### config.mk
export PLATFORM = sky130hd
export DESIGN_NAME = glyph_renderer
export DESIGN_NICKNAME = d
export VERILOG_FILES = /design/src/rtl/glyph_renderer.sv
export SDC_FILE = /design/constraint.sdc
export NUM_CORES = 1
export LEC_CHECK = 0
export BUFFER_PORTS_ARGS = -buffer_cell sky130_fd_sc_hd__buf_4
export CORE_MARGIN = 1.5
export CORE_UTILIZATION = 45
export DETAILED_ROUTE_END_ITERATION = 8
export PLACE_DENSITY = 0.77
export SETUP_SLACK_MARGIN = 0.1
export SLEW_MARGIN = 20
export SYNTH_ARGS = -nofsm -noshare
export SYNTH_HDL_FRONTEND = slang
export SYNTH_SLANG_ARGS = --single-unit
### constraint.sdc
create_clock -name clk -period 1.6 [get_ports clk]
set_input_delay 0.32 -clock clk [delete_from_list [all_inputs] [get_ports clk]]
set_output_delay 0.32 -clock clk [all_outputs]
set_load 0.02 [all_outputs]
### src/rtl/glyph_renderer.sv
// Text-mode glyph renderer: 4-clock pipeline from sync-generator timing to rgb.
// Optional cursor overlay with a blinking frame counter is compiled in by `define CURSOR_EN.
module glyph_renderer #(
    parameter int ADDR_W  = 13,
    parameter int FONT_AW = 12
) (
    input  logic               clk,
    input  logic               rst_n,
    input  logic [10:0]        hpos,
    input  logic [9:0]         vpos,
    input  logic               display_on,
    input  logic               hsync,
    input  logic               vsync,
    output logic [ADDR_W-1:0]  char_addr,
    input  logic [13:0]        char_data,
    output logic [FONT_AW-1:0] font_addr,
    input  logic [7:0]         font_data,
    input  logic [6:0]         cursor_col,
    input  logic [5:0]         cursor_row,
    output logic [5:0]         rgb,
    output logic               hsync_o,
    output logic               vsync_o,
    output logic               de_o
);

    logic [3:0] hs_pipe, vs_pipe, de_pipe;
    logic [2:0] x1, x2, x3;
    logic [3:0] line1;
    logic [2:0] fg2, bg2, fg3, bg3;
    logic [7:0] font_q;
    logic       pix;
    logic       cursor_on;
    logic [2:0] colour;

    logic unused_hpos;
    assign unused_hpos = hpos[10];

    assign hsync_o = hs_pipe[3];
    assign vsync_o = vs_pipe[3];
    assign de_o    = de_pipe[3];

    always_comb begin
        pix    = font_q[3'd7 - x3];
        colour = (pix || cursor_on) ? fg3 : bg3;
    end

    // Memory data arrives the cycle after each registered address; every stage
    // carries its own copy of the pixel offset and colours so no bubbles appear.
    always_ff @(posedge clk) begin
        if (!rst_n) begin
            hs_pipe   <= '0;
            vs_pipe   <= '0;
            de_pipe   <= '0;
            char_addr <= '0;
            font_addr <= '0;
            x1        <= '0;
            x2        <= '0;
            x3        <= '0;
            line1     <= '0;
            fg2       <= '0;
            bg2       <= '0;
            fg3       <= '0;
            bg3       <= '0;
            font_q    <= '0;
            rgb       <= '0;
        end else begin
            hs_pipe   <= {hs_pipe[2:0], hsync};
            vs_pipe   <= {vs_pipe[2:0], vsync};
            de_pipe   <= {de_pipe[2:0], display_on};
            char_addr <= ADDR_W'({vpos[9:4], hpos[9:3]});
            x1        <= hpos[2:0];
            line1     <= vpos[3:0];
            font_addr <= FONT_AW'({char_data[7:0], line1});
            fg2       <= char_data[10:8];
            bg2       <= char_data[13:11];
            x2        <= x1;
            font_q    <= font_data;
            fg3       <= fg2;
            bg3       <= bg2;
            x3        <= x2;
            rgb       <= de_pipe[2] ? {colour[2], colour[2], colour[1], colour[1],
                                       colour[0], colour[0]} : 6'd0;
        end
    end

`ifdef CURSOR_EN
    logic [4:0] frame_cnt;
    logic [2:0] cur_pipe;
    logic       cur_hit;

    // Cursor is the bottom two lines of its cell; the hit is resolved at input
    // time and delayed so it lines up with the font line it overrides.
    assign cur_hit = (hpos[9:3] == cursor_col) && (vpos[9:4] == cursor_row) &&
                     (vpos[3:1] == 3'b111);

    always_ff @(posedge clk) begin
        if (!rst_n) begin
            frame_cnt <= '0;
            cur_pipe  <= '0;
        end else begin
            if (hpos == 11'd0 && vpos == 10'd0)
                frame_cnt <= frame_cnt + 5'd1;
            cur_pipe <= {cur_pipe[1:0], cur_hit};
        end
    end

    assign cursor_on = cur_pipe[2] & ~frame_cnt[4];
`else
    logic unused_cursor;
    assign unused_cursor = ^{cursor_col, cursor_row};
    assign cursor_on     = 1'b0;
`endif

endmodule

==> flow_metrics.tcl, run 1 <==
set metrics [dict create \
    cts_setup_buffers 0 \
    pwr_density_cell_nw_per_um2 1230 \
    fin_crit_sh 0.8537 \
    synthXorXnorAreaFrac 0 \
    fmax_mhz 732.1 \
    crit_required_ns 1.81 \
    drt_iter0_markers 40 \
    final_core_util 0.6548 \
    layout_min_cycle_time_ns 1.366 \
    die_h_microns 70.96 \
    vias 1258 \
    final_cells 306 \
    max_slew_margin 0.8423 \
    totalWireLength_microns 3166 \
    worstPathArrival_ns 1.58 \
    setup-violations-final 0 \
    htree_levels 3 \
    io_buffers 80 \
    cts_resized 0 \
    setup.worst_path.end_class "flop" \
    grt_use_total 0.1342 \
    synthMuxAreaShare 0.04455 \
    fp-row-count 24 \
    path_class "reg2reg" \
    dieArea_sq_um 5035 \
    cts_num_sinks 73 \
    cts_buffers 9 \
    rsz0062_at_grt "false" \
    ys_types 8 \
    status "complete, no violations" \
    synth_compound_area_frac 0 \
    cp-start-kind "flop" \
    synth_warnings 0 \
    cts_tree "yes" \
    power_w 0.003556 \
    clkTransAtPathRegs_ns 0.07 \
    synth-simple-area-share 0.2216 \
    hold_ws_ns 0.1998 \
    cts_root_buf "clkbuf_8" \
    fp.dieW_microns 70.96 \
    cts-hold-fix-buffers 0 \
    cts.path.max_buffers 2 \
    final_layout_size_suffix_gt1_frac 0.3819 \
    area_growth_pct 39.07 \
    wl_per_cell_microns 10.35 \
    hold_violations 0 \
    fillers 370 \
    syn_nets 230 \
    grt_overflow 0 \
    cp_max_fo 4 \
    ys_seq_area_frac 0.7032 \
    report.final.slew_viol_count 0 \
    start_util 0.4708 \
    grt_max_degree 29 \
    hold_depth 2 \
    dp_cells 291 \
    netlist_instances 169 \
    drc_errors 0 \
    nNetsFinal 311 \
    seqCellArea_sq_um 1461 \
    synth_seq_cells 73 \
    design.core.area_sq_um 4414 \
    syn_avg_cell_area_sq_um 12.30 \
    worstRegToRegCells 3 \
    layout_common_cells "buf_4, dfxtp_1, and2_1" \
    multi_input_area_sq_um 553.0 \
    worst_pin_slew_ns 0.2362 \
    fin_tns_setup_ns 0 \
    vdd_drop_max_v 0.0006378 \
    layout_commonest_cell "buf_4" \
    clock_latency_ns 0.32 \
    insertedDiodeCount 0 \
    via_per_inst 4.111 \
    critPathLaunch "x3[0]" \
    min_from "vpos[4]" \
    io_pins 95 \
    gp_congestion 0.7395 \
    maxCapViolations 0 \
    yosys.area_share.adder 0 \
    grt_pass1_wl_microns 5106 \
    synth_top_family_by_area "simple AND/OR/NAND/NOR gates" \
    r2r-start "x3[0]" \
    ant_nets 0 \
    min_path_type "in2reg" \
    drt-pass1-iter-count 4 \
    skew_ns 0.004382 \
    antenna_found_initial 0 \
    grt_pass1_vias 1207 \
    p_leak_nw 1.342 \
    syn-cell-area_sq_um 2078 \
]
worst max-delay path: stages, from the launching register on:
cell	delay (ns)
dfxtp_1	0.45
mux2i_1	0.12
mux4_2	0.54
mux2i_1	0.14
cell type report:
cell class | instances | share of cell area
Sequential cell | 73 | 0.5056
Tap cell | 52 | 0.02251
Multi-Input combinational cell | 84 | 0.1913
Clock inverter | 3 | 0.01385
Timing Repair Buffer | 82 | 0.2130
Clock buffer | 12 | 0.05368
routing by layer:
| metal | routed length [microns] | GRT usage | up-vias |
|---|---|---|---|
| met5 | 0 | 0 | - |
| met3 | 204 | 0.05413 | 4 |
| met1 | 1363 | 0.1477 | 542 |
| met4 | 39 | 0.08805 | 0 |
| met2 | 1559 | 0.2139 | 41 |
| li1 | - | - | 671 |
flip-flops by register name (all words and copies together) (netlist names), 4 cells and up:
| signal | count |
|---|---|
| de_pipe | 4 |
| vs_pipe | 4 |
| font_addr | 12 |
| line1 | 4 |
| font_q | 8 |
| hs_pipe | 4 |
| char_addr | 13 |
path summary, 6_finish.rpt:
check	end	slack [ns]
worst max-delay path	rgb[4]	0.23
worst min-delay path	char_addr[7]	0.20
worst max register to register	rgb[4]	0.23
worst min register to register	vs_pipe[3]	0.43
cell families (layout without fill, tap and decap cells):
family | after synthesis | after routing
AND/OR/NAND/NOR | 76 | 76
flip-flops | 73 | 73
buffers and inverters | 12 | 97
multiplexers | 8 | 8
where the power goes:
part	switching (W)	internal, W
registers	0.0000195	0.00190
logic	0.000104	0.000160
clock network	0.000582	0.000792
stage by stage:
stage	worst slack [ns]	cell area, sq um
2_1_floorplan	0.3291	2078
3_3_place_gp	0.2853	2695
3_5_place_dp	0.2803	2695
4_1_cts	0.2297	2890
5_1_grt	0.1753	2890
6_report	0.2341	2890
cells in the mapped netlist:
master    count  area [sq um]
nand2_1       6         22.52
buf_6         1         11.26
mux2i_1       7         70.07
dfxtp_1      73          1461
mux4_2        1         22.52
clkbuf_1      8         30.03
buf_4         3         22.52
and2_1       70         437.9
Power figures use the tool's default switching activity.
==> run 2, diff against run 1 <==
--- a/config.mk
+++ b/config.mk
@@ -7,9 +7,10 @@
 export LEC_CHECK = 0
 export BUFFER_PORTS_ARGS = -buffer_cell sky130_fd_sc_hd__buf_4
 export CORE_MARGIN = 1.5
-export CORE_UTILIZATION = 45
+export CORE_UTILIZATION = 47
+export CTS_BUF_LIST = sky130_fd_sc_hd__clkbuf_8
 export DETAILED_ROUTE_END_ITERATION = 8
-export PLACE_DENSITY = 0.77
+export PLACE_DENSITY = 0.8
 export SETUP_SLACK_MARGIN = 0.1
 export SLEW_MARGIN = 20
 export SYNTH_ARGS = -nofsm -noshare
==> run 2 against run 1 <==
Non-clock buffer count did not move. Highest routed layer unchanged. Largest power group unchanged. Critical path type unchanged. First-iteration DRC count down 30%. Flip-flop and latch count unchanged. Count of clock-buffer cells in the layout up 1.
==> flow_metrics.tcl, run 2 (synthesized netlist as in run 1, its figures left out) <==
set metrics [dict create \
    status "complete, no violations" \
    grt_pass1_wl_microns 5706 \
    worstPathArrival_ns 1.57 \
    rrSetupSlack_ns 0.24 \
    setup-violations-final 0 \
    cts_buffers 9 \
    fp.dieW_microns 69.50 \
    final_layout_size_suffix_gt1_frac 0.3858 \
    pwr_density_cell_nw_per_um2 1254 \
    via_per_inst 4.220 \
    die_h_microns 69.50 \
    fin_crit_sh 0.8501 \
    skew_ns 0.003695 \
    cts.path.max_buffers 2 \
    htree_levels 3 \
    min_path_type "in2reg" \
    setup.worst_path.end_class "flop" \
    place.detailed.hpwl_microns 2419 \
    cp-start-kind "flop" \
    seqCellArea_sq_um 1461 \
    ant_nets 0 \
    insertedDiodeCount 0 \
    hold_violations 0 \
    p_leak_nw 1.352 \
    drc_errors 0 \
    layout_min_cycle_time_ns 1.360 \
    io_buffers 80 \
    grt_max_degree 33 \
    dieArea_sq_um 4830 \
    totalWireLength_microns 3422 \
    clock_latency_ns 0.32 \
    crit_required_ns 1.81 \
    reg_top3 "char_addr x13, font_addr x12, font_q x8" \
    vdd_drop_max_v 0.0007646 \
    drt-pass1-iter-count 3 \
    largest_register "char_addr" \
    worst_pin_slew_ns 0.2335 \
    cp_max_fo 4 \
    cts_setup_buffers 0 \
    io_pins 95 \
    grt_pass1_vias 1294 \
    layout_commonest_cell "buf_4" \
    report.final.slew_viol_count 0 \
    wl_per_cell_microns 11.26 \
    fmax_mhz 735.2 \
    grt_use_total 0.1539 \
    final_cells 304 \
    clkTransAtPathRegs_ns 0.07 \
    hold_ws_ns 0.1991 \
    cts-hold-fix-buffers 0 \
    fillers 311 \
    path_class "reg2reg" \
    grt_overflow 0 \
    fp-row-count 23 \
    fin_tns_setup_ns 0 \
    maxCapViolations 0 \
    cts_tree "yes" \
    nNetsFinal 311 \
    drt_iter0_markers 28 \
    start_util 0.5050 \
    layout_common_cells "buf_4, dfxtp_1, and2_1" \
    area_growth_pct 39.86 \
    max_slew_margin 0.8441 \
    largest_reg_flops 13 \
    multi_input_area_sq_um 553.0 \
    cts_root_buf "clkbuf_8" \
    rsz0062_at_grt "false" \
    antenna_found_initial 0 \
    design.core.area_sq_um 4115 \
    vias 1283 \
    cts_num_sinks 73 \
    dp_cells 289 \
    cts_resized 0 \
    gp_congestion 0.6282 \
]
-- run 2: final timing paths --
| check | start | to | cells after the start |
|---|---|---|---|
| max | x3[0] | rgb[4] | 3 |
| max reg2reg | x3[0] | rgb[4] | 3 |
| min reg2reg | line1[3] | font_addr[3] | 1 |
| min | hpos[5] | char_addr[2] | 2 |
-- run 2: layout make-up --
cell class / count / area share
Sequential cell: 73 / 0.5028
Tap cell: 50 / 0.02152
Timing Repair Buffer: 82 / 0.2118
Clock inverter: 2 / 0.01205
Multi-Input combinational cell: 84 / 0.1903
Clock buffer: 13 / 0.06156
-- run 2: worst max-delay path: stages, from the launching register on --
cell and delay, ns:
dfxtp_1 0.45, mux2i_1 0.12, mux4_2 0.54, mux2i_1 0.14
-- run 2: power by group --
part,switching [W],internal (W),total (W)
Clock,0.000581,0.000880,0.00146
Sequential,0.0000206,0.00190,0.00192
Combinational,0.000106,0.000160,0.000266
Total,0.000708,0.00294,0.00365
-- run 2: through the flow --
| step | util | total power (W) | area, sq um | worst slack, ns |
|---|---|---|---|---|
| after global routing | 0.7063 | 0.003804 | 2907 | 0.1659 |
| after CTS | 0.7063 | 0.003696 | 2907 | 0.2340 |
| after floorplan | - | 0.002077 | 2078 | 0.3291 |
| after detailed placement | 0.6543 | 0.002230 | 2693 | 0.2755 |
| final | 0.7063 | 0.003646 | 2907 | 0.2398 |
| after global placement | 0.6543 | 0.002222 | 2693 | 0.2901 |
-- run 2: routing by layer --
| layer | global-route usage | vias to the layer above | part of all wire |
|---|---|---|---|
| met5 | 0 | - | 0 |
| met2 | 0.2639 | 39 | 0.51 |
| met3 | 0.05087 | 7 | 0.057 |
| met1 | 0.1609 | 565 | 0.41 |
| met4 | 0.09804 | 0 | 0.017 |
| li1 | - | 672 | - |
